==> config.mk <==
export PLATFORM = sky130hd
export DESIGN_NAME = mult_signed_seq_ctrl
export DESIGN_NICKNAME = d
export VERILOG_FILES = /design/src/rtl/mult_pkg.sv /design/src/rtl/mult_pp_gen.sv /design/src/rtl/mult_signed_seq_ctrl.sv
export SDC_FILE = /design/constraint.sdc
export NUM_CORES = 1
export LEC_CHECK = 0
export ABC_AREA = 1
export CORE_MARGIN = 4
export CORE_UTILIZATION = 53
export CTS_CLUSTER_DIAMETER = 150
export CTS_CLUSTER_SIZE = 25
export DETAILED_ROUTE_END_ITERATION = 6
export GPL_TIMING_DRIVEN = 0
export PLACE_DENSITY = 0.89
export SETUP_SLACK_MARGIN = 0.1
export SYNTH_ARGS = -nofsm -noshare
export SYNTH_HDL_FRONTEND = slang
export SYNTH_SLANG_ARGS = --single-unit
==> constraint.sdc <==
create_clock -name clk -period 3.2 [get_ports clk]
set_clock_uncertainty 0.2 [all_clocks]
set_input_delay 0.48 -clock clk [delete_from_list [all_inputs] [get_ports clk]]
set_output_delay 0.48 -clock clk [all_outputs]
set_load 0.05 [all_outputs]
==> src/rtl/mult_pkg.sv <==
// Shared types and width helpers for the sequential signed multiplier.
// Optional early termination is enabled by defining MULT_EARLY_TERM_EN.
package mult_pkg;

  typedef enum logic [1:0] {
    S_IDLE = 2'd0,
    S_CALC = 2'd1,
    S_DONE = 2'd2
  } state_e;

  function automatic int prod_w(input int w);
    return 2 * w;
  endfunction

  function automatic int cnt_w(input int w);
    return $clog2(w);
  endfunction

endpackage

==> src/rtl/mult_pp_gen.sv <==
// Partial-product generator: shifted sign-extended multiplicand,
// negated for the multiplier MSB, or zero when the multiplier bit is clear.
module mult_pp_gen
  import mult_pkg::*;
#(
  parameter int WIDTH = 3,
  localparam int PROD_W = prod_w(WIDTH),
  localparam int CNT_W = cnt_w(WIDTH)
) (
  input  logic [WIDTH-1:0]  a_r,
  input  logic              b_bit,
  input  logic [CNT_W-1:0]  cnt,
  input  logic              is_msb,
  output logic [PROD_W-1:0] pp
);

  logic [PROD_W-1:0] sh;

  always_comb begin
    sh = {{WIDTH{a_r[WIDTH-1]}}, a_r} << cnt;
    pp = '0;
    if (b_bit) begin
      pp = is_msb ? (~sh + 1'b1) : sh;
    end
  end

endmodule

==> src/rtl/mult_signed_seq_ctrl.sv <==
// Iterative shift-add signed multiplier controller, one multiplier bit
// per cycle. MULT_EARLY_TERM_EN skips trailing zero multiplier bits.
module mult_signed_seq_ctrl
  import mult_pkg::*;
#(
  parameter int WIDTH = 3,
  localparam int PROD_W = prod_w(WIDTH),
  localparam int CNT_W = cnt_w(WIDTH)
) (
  input  logic              clk,
  input  logic              reset,
  input  logic              in_valid,
  output logic              in_ready,
  input  logic [WIDTH-1:0]  a,
  input  logic [WIDTH-1:0]  b,
  output logic              out_valid,
  input  logic              out_ready,
  output logic [PROD_W-1:0] prod,
  output logic              busy
);

  state_e            state_q, state_d;
  logic [WIDTH-1:0]  a_q, a_d;
  logic [WIDTH-1:0]  b_q, b_d;
  logic [PROD_W-1:0] acc_q, acc_d;
  logic [PROD_W-1:0] prod_q, prod_d;
  logic [CNT_W-1:0]  cnt_q, cnt_d;
  logic              fin_q, fin_d;

  logic              is_msb;
  logic              rem_zero;
  logic [PROD_W-1:0] pp;

  assign is_msb = (cnt_q == CNT_W'(WIDTH - 1));

  mult_pp_gen #(
    .WIDTH (WIDTH)
  ) u_pp (
    .a_r    (a_q),
    .b_bit  (b_q[cnt_q]),
    .cnt    (cnt_q),
    .is_msb (is_msb),
    .pp     (pp)
  );

  // High when no set multiplier bit lies above the current one.
  always_comb begin
`ifdef MULT_EARLY_TERM_EN
    rem_zero = 1'b1;
    for (int i = 0; i < WIDTH; i++) begin
      if (i > int'(cnt_q) && b_q[i]) rem_zero = 1'b0;
    end
`else
    rem_zero = 1'b0;
`endif
  end

  always_comb begin
    state_d = state_q;
    a_d     = a_q;
    b_d     = b_q;
    acc_d   = acc_q;
    prod_d  = prod_q;
    cnt_d   = cnt_q;
    fin_d   = fin_q;
    unique case (state_q)
      S_IDLE: begin
        if (in_valid) begin
          a_d     = a;
          b_d     = b;
          acc_d   = '0;
          cnt_d   = '0;
          fin_d   = 1'b0;
          state_d = S_CALC;
        end
      end
      S_CALC: begin
        if (fin_q) begin
          prod_d  = acc_q;
          state_d = S_DONE;
        end else begin
          acc_d = acc_q + pp;
          if (is_msb || rem_zero) fin_d = 1'b1;
          else cnt_d = cnt_q + 1'b1;
        end
      end
      S_DONE: begin
        if (out_ready) state_d = S_IDLE;
      end
      default: state_d = S_IDLE;
    endcase
  end

  always_ff @(posedge clk) begin
    if (reset) begin
      state_q <= S_IDLE;
      a_q     <= '0;
      b_q     <= '0;
      acc_q   <= '0;
      prod_q  <= '0;
      cnt_q   <= '0;
      fin_q   <= 1'b0;
    end else begin
      state_q <= state_d;
      a_q     <= a_d;
      b_q     <= b_d;
      acc_q   <= acc_d;
      prod_q  <= prod_d;
      cnt_q   <= cnt_d;
      fin_q   <= fin_d;
    end
  end

  assign in_ready  = (state_q == S_IDLE);
  assign out_valid = (state_q == S_DONE);
  assign busy      = (state_q != S_IDLE);
  assign prod      = prod_q;

endmodule
==> qor.csv <==
metric,value,unit
r2r_end,acc_q[5]$_SDFFE_PP0P_,
drtIter0Drc,21,
cts_buffer_depth,2,
synth_mux_area_share,0,%
r2r-start,cnt_q[1]$_SDFFE_PP0P_,
ios,19,
relSlewSlack,66.42,%
die_h,58.33,um
yosys.area_share.simple,30.48,%
fin_crit,2.693,ns
hold_ws,0.2674,ns
finish.net_count,234,
p_comb_share,26.4,%
coreArea,2318,um2
cts.sinks,23,
synth_nets,211,
syn_to_final_growth,17.99,%
crit_path_start_kind,flop,
final_antenna_net_count,0,
num_vias,1305,
core.rowCount,17,
ys_seq_area_share,34.30,%
hold_start,prod[5]$_SDFFE_PP0P_,
grt_antenna_before_repair,0,
hold_depth,2,
die_area,3402,um2
finalHoldViolCount,0,
syn-cell-area,1343,um2
die_w,58.33,um
critPathMaxStageDelay,0.50,ns
p_per_area,380.9,nW/um2
seq_area,460.4,um2
track_usage,18.01,%
postCtsSetupRepairBufs,0,
utilization,68.32,%
postCtsHoldBufs,0,
fin_crit_sh,84.15,%
reg2reg_slack,0.51,ns
slew_violations,0,
syn-mean-instance-area,6.956,um2
initial_core_util,57.91,%
drt_first_pass_iters,4,
critical_path_class,reg -> reg,
multiInputGateArea,774.5,um2
sw_frac_of_total,32.22,%
synth_fa_ha_area_share,8.015,%
r2r_cells,16,
postSynthCellCount,193,
p_total,0.6033,mW
grt_pass1_vias,1194,
max_cap_violations,0,
gp_congestion,0.8107,
critPathBufInv,2,
h-tree-depth,1,
path_delay_family,adder cells,
sequentialPowerShare,51.4,%
drcViolationCount,0,
switchingPower,0.1944,mW
slowest_stage,dfxtp_1,
routed_wl,2844,um
ctsResizeCount,0,
worstHoldPathType,reg -> reg,
drive_above_1_share,9.302,%
rsz0062_at_grt,false,
synth-xor-area-share,1.957,%
grt_pass1_wl,4830,um
cts_root_buf,clkbuf_4,
clkPwrFrac,22.2,%
antennaDiodeCount,0,
finalSetupTns,0,ns
hpwl,2292,um
synth_compound_area_share,17.24,%
worst_pin_slew,0.5021,ns
synth.distinct_cells,27,
setup_violations,0,
finalInstanceArea,1584,um2
placed_area,1558,um2
cp_max_fo,7,
synth_seq_cells,23,
p_int,0.4089,mW
yosysWarnings,0,
critPathRequiredTime,3.20,ns
min_to,prod[5]$_SDFFE_PP0P_,
leakage,0.6813,nW
outcome,"finished, final reports clean",
grt_max_degree,13,
wl_per_cell,11.70,um
irDropWorstVdd,413.5,uV
vias_per_cell,5.370,
tritoncts,done,
fillers,199,
cts_buffers,3,
clk_pin_slew,0.12,ns
crit_chain,ha_1 > inv_1 > a21oi_1 > o21ai_1 > a21oi_1 > ha_1 > nand2_1 > inv_1 > nand4_1 > nand3_1 > nand2_1 > nand2_1 > nand4_1 > nand2_1 > nand2_1 > a21oi_2,
grt_overflow,0,
crit_path_frequent_cell,nand2_1,
synth_top_family_by_area,simple AND/OR/NAND/NOR gates,
worstSkewPairLatency,0.31,ns
fmax,371.4,MHz
portBuffers,18,
cp.arrival,2.69,ns
cp-end-kind,flop,
## layer usage
metal  vias to the layer above  GRT usage [%]  wire (um)  part of all wire, %
li1                        681              -          -                    -
met2                        30          29.98       1299                   46
met3                         6          2.412         79                  2.8
met5                         -              0          0                    0
met4                         0          9.272         67                  2.4
met1                       588          22.57       1397                   49
## synth_stat cells
master / count / area, um2
a31oi_1: 1 / 6.260
a21oi_1: 24 / 120.1
nand4_1: 3 / 18.77
o21ai_1: 2 / 10.01
nand2_1: 38 / 142.6
nand2_2: 2 / 12.51
nor3_1: 1 / 5.000
o21ai_0: 12 / 60.06
or2_4: 1 / 8.760
fa_1: 1 / 20.02
nand3_2: 4 / 40.04
inv_2: 3 / 11.26
a211oi_1: 1 / 7.510
a21boi_4: 1 / 18.77
nand3_1: 15 / 75.07
inv_1: 21 / 78.83
xnor2_1: 2 / 17.52
ha_1: 7 / 87.58
clkbuf_1: 2 / 7.510
or2_2: 1 / 6.260
a21oi_2: 1 / 8.760
nor2_1: 22 / 82.58
nor2_2: 1 / 6.260
buf_2: 2 / 10.01
nor2_4: 1 / 11.26
xor2_1: 1 / 8.760
dfxtp_1: 23 / 460.4
## placed cells by master, fill, tap and decap left out, types with 3 or more instances in the layout
| cell | instances |
|---|---|
| ha_1 | 7 |
| nand3_2 | 4 |
| a21oi_1 | 24 |
| inv_1 | 21 |
| inv_2 | 3 |
| nand4_1 | 3 |
| nor2_1 | 22 |
| clkbuf_4 | 3 |
| o21ai_0 | 12 |
| nand3_1 | 15 |
| clkdlybuf4s50_1 | 18 |
| clkbuf_1 | 3 |
| nand2_1 | 38 |
| dfxtp_1 | 23 |
## per-stage QoR
stage	instances	setup WS (ns)
floorplan	193	0.7795
global placement	239	0.5554
detailed placement	239	0.5368
CTS	243	0.5071
global route	243	0.2289
finish	243	0.5073
## power by group through the flow
stage	Sequential, mW	Clock [mW]	Combinational [mW]
2_1_floorplan	0.314	0	0.119
3_3_place_gp	0.316	0	0.153
3_5_place_dp	0.317	0	0.159
4_1_cts	0.310	0.132	0.160
5_1_grt	0.312	0.143	0.180
6_report	0.310	0.134	0.159
## worst max-delay path by stage
stage / startpoint / end / cells after the start
global placement: cnt_q[1]$_SDFFE_PP0P_ / acc_q[5]$_SDFFE_PP0P_ / 14
CTS: cnt_q[1]$_SDFFE_PP0P_ / acc_q[5]$_SDFFE_PP0P_ / 15
global route: cnt_q[1]$_SDFFE_PP0P_ / acc_q[4]$_SDFFE_PP0P_ / 12
finish: cnt_q[1]$_SDFFE_PP0P_ / acc_q[5]$_SDFFE_PP0P_ / 16
floorplan: cnt_q[0]$_SDFFE_PP0P_ / acc_q[5]$_SDFFE_PP0P_ / 17
detailed placement: cnt_q[1]$_SDFFE_PP0P_ / acc_q[5]$_SDFFE_PP0P_ / 16
## kinds of logic (layout without fill, tap and decap cells)
logic type,after synthesis,in the layout
adder cells (fa/ha/maj),8,8
AND/OR/NAND/NOR,89,89
buffers and inverters,28,50
flip-flops,23,23
AO/OA/AOI/OAI,42,42
XOR/XNOR,3,3
## worst register-to-register path, cell delays in order (launching register included)
cell and delay [ns]:
dfxtp_1 0.50, ha_1 0.36, inv_1 0.13, a21oi_1 0.17
o21ai_1 0.08, a21oi_1 0.14, ha_1 0.28, nand2_1 0.08
inv_1 0.05, nand4_1 0.11, nand3_1 0.08, nand2_1 0.06
nand2_1 0.06, nand4_1 0.09, nand2_1 0.07, nand2_1 0.07
a21oi_2 0.05
## cell type report
cell class / instances / share of cell area [%]
Sequential cell: 23 / 29.07
Multi-Input combinational cell: 142 / 48.89
Buffer: 4 / 1.106
Timing Repair Buffer: 18 / 11.37
Inverter: 24 / 5.687
Tap cell: 28 / 2.212
Clock buffer: 4 / 1.659
## flip-flops by register name (all words and copies together), names as in the netlist
name,cells
fin_q,1
acc_q,6
a_q,3
prod,6
cnt_q,2
state_q,2
b_q,3
Power figures use the tool's default switching activity.
